`src/rtl/wb_arbiter.sv`:
```
// Writeback arbiter: round-robin grant of up to two result writes per cycle onto two registered ports.
// Optional statistics counters are enabled with `define WB_ARB_STATS_EN.
module wb_arbiter #(
  parameter int NUM_REQ  = 3,
  parameter int UID_BITS = 3
) (
  input  logic                clk,
  input  logic                rst,
  input  logic                flush_all,
  input  logic [NUM_REQ-1:0]  req_valid,
  input  logic [3:0]          req_waddr [NUM_REQ],
  input  logic [15:0]         req_data  [NUM_REQ],
  input  logic [UID_BITS-1:0] req_uid   [NUM_REQ],
  output logic [NUM_REQ-1:0]  req_ready,
  output logic [1:0]          wb_valid,
`ifdef WB_ARB_STATS_EN
  output logic [15:0]         stall_cnt,
  output logic [15:0]         wb_cnt,
`endif
  output logic [3:0]          wb_waddr  [2],
  output logic [15:0]         wb_data   [2],
  output logic [UID_BITS-1:0] wb_uid    [2]
);

  localparam int PTR_W = (NUM_REQ > 1) ? $clog2(NUM_REQ) : 1;

  typedef enum logic {ST_RUN, ST_FLUSH} state_t;

  state_t           state;
  logic [PTR_W-1:0] rr_ptr;
  logic [PTR_W-1:0] rr_ptr_nxt;
  logic [1:0]       port_use;
  logic [PTR_W-1:0] port_src [2];
  logic [PTR_W:0]   scan_sum;
  logic [PTR_W-1:0] scan_idx;
  logic             grant_on;

  assign grant_on = !rst && !flush_all && (state == ST_RUN);

  // Scan from rr_ptr; waddr 0 writes are acknowledged without taking a port.
  always_comb begin
    req_ready   = '0;
    port_use    = '0;
    port_src[0] = '0;
    port_src[1] = '0;
    rr_ptr_nxt  = rr_ptr;
    scan_sum    = '0;
    scan_idx    = '0;
    for (int k = 0; k < NUM_REQ; k++) begin
      scan_sum = {1'b0, rr_ptr} + (PTR_W+1)'(k);
      if (scan_sum >= (PTR_W+1)'(NUM_REQ))
        scan_sum = scan_sum - (PTR_W+1)'(NUM_REQ);
      scan_idx = scan_sum[PTR_W-1:0];
      if (grant_on && req_valid[scan_idx]) begin
        if (req_waddr[scan_idx] == 4'd0) begin
          req_ready[scan_idx] = 1'b1;
        end else if (!port_use[0]) begin
          port_use[0]         = 1'b1;
          port_src[0]         = scan_idx;
          req_ready[scan_idx] = 1'b1;
          rr_ptr_nxt = (scan_idx == PTR_W'(NUM_REQ-1)) ? '0 : scan_idx + 1'b1;
        end else if (!port_use[1] && (req_waddr[scan_idx] != req_waddr[port_src[0]])) begin
          port_use[1]         = 1'b1;
          port_src[1]         = scan_idx;
          req_ready[scan_idx] = 1'b1;
          rr_ptr_nxt = (scan_idx == PTR_W'(NUM_REQ-1)) ? '0 : scan_idx + 1'b1;
        end
      end
    end
  end

  always_ff @(posedge clk or posedge rst) begin
    if (rst) begin
      state    <= ST_RUN;
      rr_ptr   <= '0;
      wb_valid <= '0;
      for (int p = 0; p < 2; p++) begin
        wb_waddr[p] <= '0;
        wb_data[p]  <= '0;
        wb_uid[p]   <= '0;
      end
    end else begin
      // FLUSH lasts one cycle beyond the last cycle flush_all is seen high.
      state    <= flush_all ? ST_FLUSH : ST_RUN;
      rr_ptr   <= rr_ptr_nxt;
      wb_valid <= port_use;
      for (int p = 0; p < 2; p++) begin
        if (port_use[p]) begin
          wb_waddr[p] <= req_waddr[port_src[p]];
          wb_data[p]  <= req_data[port_src[p]];
          wb_uid[p]   <= req_uid[port_src[p]];
        end
      end
    end
  end

`ifdef WB_ARB_STATS_EN
  logic [16:0] wb_sum;
  assign wb_sum = {1'b0, wb_cnt} + 17'(wb_valid[0]) + 17'(wb_valid[1]);

  always_ff @(posedge clk or posedge rst) begin
    if (rst) begin
      stall_cnt <= '0;
      wb_cnt    <= '0;
    end else begin
      if (|(req_valid & ~req_ready) && (stall_cnt != 16'hFFFF))
        stall_cnt <= stall_cnt + 16'd1;
      wb_cnt <= wb_sum[16] ? 16'hFFFF : wb_sum[15:0];
    end
  end
`endif

endmodule
```
`config.mk`:
```
export PLATFORM = sky130hd
export DESIGN_NAME = wb_arbiter
export DESIGN_NICKNAME = d
export VERILOG_FILES = /design/src/rtl/wb_arbiter.sv
export SDC_FILE = /design/constraint.sdc
export NUM_CORES = 1
export LEC_CHECK = 0
export ABC_AREA = 1
export CAP_MARGIN = 0
export CORE_MARGIN = 2
export CORE_UTILIZATION = 30
export DETAILED_ROUTE_END_ITERATION = 10
export SLEW_MARGIN = 20
export SYNTH_ARGS = -nofsm -noshare
export SYNTH_HDL_FRONTEND = slang
export SYNTH_SLANG_ARGS = --single-unit
```
`constraint.sdc`:
```
create_clock -name clk -period 4 [get_ports clk]
set_input_delay 0.6 -clock clk [delete_from_list [all_inputs] [get_ports clk]]
set_output_delay 0.6 -clock clk [all_outputs]
set_load 0.03 [all_outputs]
```
Word level (Yosys, flattened, before mapping)

Cells that the tools add are included.

Register bits after elaboration: 51
Input port bits: 75
Output and inout bits: 51
Word-level logic and storage cells: 158

Add/sub/neg operators: 8
$lt $le $gt $ge: 16
Equal/unequal tests: 5
Muxes and demuxes: 93
Bitwise operators: 10
Reductions and logical operators: 17

Operators with widths:

| operator            | count |
|---|---|
| $mux 4              | 20 |
| $bmux 16 s2         | 2 |
| $mux 16             | 4 |
| $bmux 4 s2          | 7 |
| $mux 2              | 27 |
| $mux 3              | 13 |
| $ge 3x3->1 const B  | 7 |
| $not 2->3           | 7 |
| $bmux 3 s2          | 2 |
| $logic_not 4->1     | 3 |
| $mux 1              | 12 |
| $logic_and 1x1->1   | 10 |
| $lt 2x3->1 const B  | 3 |
| $ne 4x4->1          | 2 |
| $add 2x1->2 const B | 3 |
| $bmux 1 s2          | 3 |
| $demux 1 s2         | 3 |
| $eq 2x2->1 const B  | 3 |
| $ge 2x1->1 const B  | 3 |
| $ge 3x2->1 const B  | 2 |
| $or 3x3->3          | 2 |
| $sub 2x2->2 const B | 3 |
| $logic_not 1->1     | 4 |
| $add 2x1->3 const B | 1 |
| other kinds (3)     | 3 |

Depth between registers and ports, before layout

Depth in word-level cells: 33
Depth in mapped cells: 25
Gate-level depth less buffers: 24

Worst setup path before layout

OpenSTA, ideal clock, no wires.

Path type: flip-flop to output port
Start point: register rr_ptr[0]
End point: output req_ready[2]
Arrival: 3.006 ns
Required time: 3.400 ns
Path slack: 0.394 ns
Cell stages (with the launch flop): 20
Path through: dfrtp_1 > inv_1 > ha_1 > buf_4 > o21ai_1 > nand2_1 > nor2_2 > nand2_2 > nand2_2 > buf_2 > nand3_1 > nand3_1 > nand3_1 > nand2_1 > nor2_1 > nand2_2 > nand2_1 > nand2_1 > nor2_1 > o31ai_1

Cells in the longest elaborated chain, start to end: 25

RTL lines:

| item                                      | RTL line | text |
|---|---|---|
| from (decl)                               | 30       | `logic [PTR_W-1:0] rr_ptr;` |
| from (signal assigned)                    | 85       | `rr_ptr <= rr_ptr_nxt;` |
| $sub 2x2->2 or $ge 2x2->1 (tied branches) | 52, 51   |  |
| $mux 2                                    | 51       | `if (scan_sum >= (PTR_W+1)'(NUM_REQ))` |
| $not 2->3                                 | n/a      |  |
| $bmux 4 s2                                | n/a      |  |
| $mux 4 (2 in series)                      | n/a      |  |
| $logic_not 4->1                           | 55       | `if (req_waddr[scan_idx] == 4'd0) begin` |
| $mux 4                                    | 55       |  |
| $mux 4                                    | 54       | `if (grant_on && req_valid[scan_idx]) begin` |
| [8 not listed]                            | n/a      |  |
| $mux 2                                    | 55       |  |
| $mux 2                                    | 54       |  |
| $logic_not 1->1                           | 62       | `end else if (!port_use[1] && (req_waddr[scan_idx] != req_waddr[port_src[0]])) begin` |
| $logic_and 1x1->1                         | 62       |  |
| $mux 3                                    | 62       |  |
| $mux 3                                    | 57       | `end else if (!port_use[0]) begin` |
| $mux 3                                    | 55       |  |
| $mux 3 (*)                                | 54       |  |
| to (decl)                                 | 14       | `output logic [NUM_REQ-1:0] req_ready,` |

Mark *: on every way between the ends. The rest lies on a longest branch, timed or not. The select of a mux whose other input is x is not followed.

Worst setup path in the final report

Start point: register rr_ptr[1]
End point: output req_ready[0]

The elaborated chain is that of the path after synthesis.

==> out/qor.txt <==
Largest net degree at the start of global routing - 48
Top delay family on crit path - simple AND/OR/NAND/NOR gates
Leak pwr - 3.03 nW
Placed Cells - 989
Final Slew Violations - 0
CP most frequent cell - nand2_1
Worst Hold Margin - 0.473 ns
Post-CTS Hold Buffers - 0
Die Span X - 122 um
Slowest CP cell - dfrtp_2
Minimum clock period - 3.77 ns
Most common cell after layout, fill and taps aside - clkdlybuf4s50_1
Routability congestion estimate - 0.908
Buf/Inv on CP - 4
Worst Path Required - 3.40 ns
Critical Path Sink Type - output port
Outcome - complete, no violations
Core area - 13700 sq um
Inserted Clock Buffers - 5
1st-iter DRT viols - 376
Clock latency on the worst-skew pair - 0.30 ns
Initial antenna violation count - 0
WL final - 15200 um
Clk sink count - 51
Global-route usage over all layers - 0.205
Clock Path Buffers - 2
Crit-path cells - ha_4 -> buf_12 -> nand2_1 -> nand3_1 -> nand2_1 -> nor2_2 -> nand2_2 -> nand2_2 -> nand2_4 -> buf_4 -> nand3_1 -> nand3_1 -> nand3_1 -> nand2_1 -> nor2_2 -> nand2_2 -> nand2_1 -> nand2_1 -> nor2_2 -> inv_1 -> nand3_1 -> nand2_1 -> buf_4
Synthesis-to-finish area growth - 47.8%
Root buf cell - clkbuf_16
Filler Cell Count - 1437
HP Class - in -> async
Antenna Cells - 0
Vias - 4844
Mapped Nets - 743
Die Ht - 122 um
FP Rows - 43
CP peak stage delay - 0.43 ns
Arrival @ worst endpoint - 3.17 ns
YS warnings - 0
Max-cap violations - 0
Overflow after GRT - 0
Die Area - 14900 sq um
IO Pins - 126
Initial Utilization - 0.305
Setup TNS - 0 ns
DRC errors left - 0
Synthesized flop and latch total - 51
Final hold violation count - 0
TritonCTS clock tree - yes
CP startpoint kind - flip-flop
Sequential cell area fraction in the yosys report - 0.305
Fin cells - 1002
Nets - 900
Crit Path Category - reg -> out
Final-report setup violation count - 0
Vias in the first global route - 4534
Tcrit/Tclk final - 0.942
Initial DRT Pass Iterations - 5
Slew Limit Headroom - 0.551
Worst-path fanout max - 15
Number of buffers added on ports - 125
Mean Syn Cell Area - 6.29 sq um
Share of layout cells above drive strength 1 - 0.148
Clock Skew - 0.00990 ns
Library cells used by synthesis - 37
Place WS - 0.0747 ns
First-pass GRT wire length - 24100 um
Peak Freq - 265 MHz
Fin worst setup slack - 0.233 ns
Post-synthesis instance total - 664
Transition time of the tightest slew-check pin - 0.673 ns
Number of vias per cell - 4.83
PwrDens - 741 nW/um^2
Most frequent cells in the layout - 117 x clkdlybuf4s50_1, 108 x nor2_1, 100 x nand2_1
CTS clk-pin slew, worst paths - 0.07 ns
Dpl hpwl - 11400 um
H-tree Lvls - 2
Post-Syn Area - 4180 sq um
Drt wl/cell - 15.2 um
Peak VDD IR - 444 uV
Post-route antenna net violation count - 0
state kept, by name, summed over array words and instances, names as in the netlist:
register	count
state	1
wb_uid	6
rr_ptr	2
wb_valid	2
wb_data	32
wb_waddr	8
final cells by class:
class	instances	area, sq um	area share
multi-input cells	484	2420	0.391
repair buffers	182	1730	0.281
flip-flops and latches	51	1280	0.207
inverters	97	372	0.0602
well taps	180	225	0.0365
clock buffers	5	125	0.0203
clock inverters	3	23.8	0.00385
layer usage:
layer  up-vias  global-route usage  share of wire
li1       2465                   -              -
met1      2215               0.292           0.46
met2       143               0.323           0.46
met3        21              0.0332          0.058
met4         0              0.0524          0.019
met5         -                   0              0
power by group:
part,switching (mW),internal (mW),total (mW),leakage [nW]
Clock,0.212,0.235,0.447,0.0664
Combinational,1.93,1.29,3.22,2.39
Sequential,0.137,0.771,0.908,0.572
Total,2.28,2.30,4.57,3.03
what timing repair did:
| item | CTS | global route |
|---|---|---|
| resized for setup | 0 | 29 |
| setup buffers | 0 | 5 |
| endpoints found under the setup margin | 0 | 3 |
cells by family after synthesis:
logic type | after synthesis | synth area share
AO/OA/AOI/OAI | 146 | 0.189
adder cells (fa/ha/maj) | 4 | 0.0120
buffers and inverters | 129 | 0.133
flip-flops | 51 | 0.305
AND/OR/NAND/NOR | 334 | 0.361
stage by stage:
| step | power [mW] | utilization | instance area, sq um |
|---|---|---|---|
| after floorplan | 2.79 | - | 4180 |
| after global placement | 3.96 | 0.429 | 5890 |
| after detailed placement | 3.96 | 0.429 | 5890 |
| after CTS | 4.43 | 0.440 | 6030 |
| after global routing | 4.93 | 0.450 | 6170 |
| final | 4.57 | 0.450 | 6170 |
synthesized netlist by cell type:
master,n,area (sq um)
o21ai_1,7,35.0
o211ai_1,4,30.0
nand3b_1,1,7.51
nand2_2,12,75.1
o21ai_0,28,140
nand2_1,102,383
a21boi_1,1,7.51
ha_1,4,50.1
nand4_1,3,18.8
or2_1,1,6.26
nor2_1,114,428
o31ai_1,1,7.51
or2_4,1,8.76
dfrtp_1,51,1280
buf_4,6,45.0
inv_2,8,30.0
inv_1,88,330
a31o_2,1,8.76
nor4_2,1,12.5
nand4_2,1,12.5
nand3_4,1,17.5
o21ai_2,1,8.76
nor2_4,1,11.3
a31oi_1,7,43.8
nor2_2,3,18.8
buf_2,14,70.1
nor3_2,1,10.0
a211oi_1,2,15.0
o21a_1,4,30.0
clkbuf_1,8,30.0
inv_4,1,6.26
buf_6,4,45.0
nand2_4,2,22.5
nand3_1,85,425
a32oi_1,3,26.3
a21oi_1,87,435
nand3_2,5,50.1
path summary, 6_finish.rpt:
check                            start      endpoint  slack, ns  cells after the start
min in group clk           wb_waddr[7]   wb_waddr[7]       0.53                      2
max in group asynchronous          rst   wb_data[10]       2.90                      3
setup / recovery             rr_ptr[1]  req_ready[0]       0.23                     23
setup reg to reg             rr_ptr[0]    wb_data[7]       0.74                     21
hold / removal                     rst     rr_ptr[0]       0.47                      2
hold reg to reg            wb_waddr[7]   wb_waddr[7]       0.53                      2
worst register-to-register path: stages, from the launching register on:
cell     delay [ns]
dfrtp_1        0.39
buf_4          0.15
ha_1           0.27
o21ai_1        0.19
nand3_2        0.15
or2_4          0.32
or2_1          0.24
nand2_1        0.07
nand2_1        0.04
nand2_1        0.06
nand2_1        0.05
inv_1          0.05
nand2_2        0.09
nand2_1        0.10
buf_4          0.13
nand4_1        0.11
nand2_2        0.20
nand2_2        0.08
buf_4          0.20
nand2_1        0.08
nand3_1        0.06
a21oi_1        0.15
No activity file was read; power rests on OpenSTA's default activity.
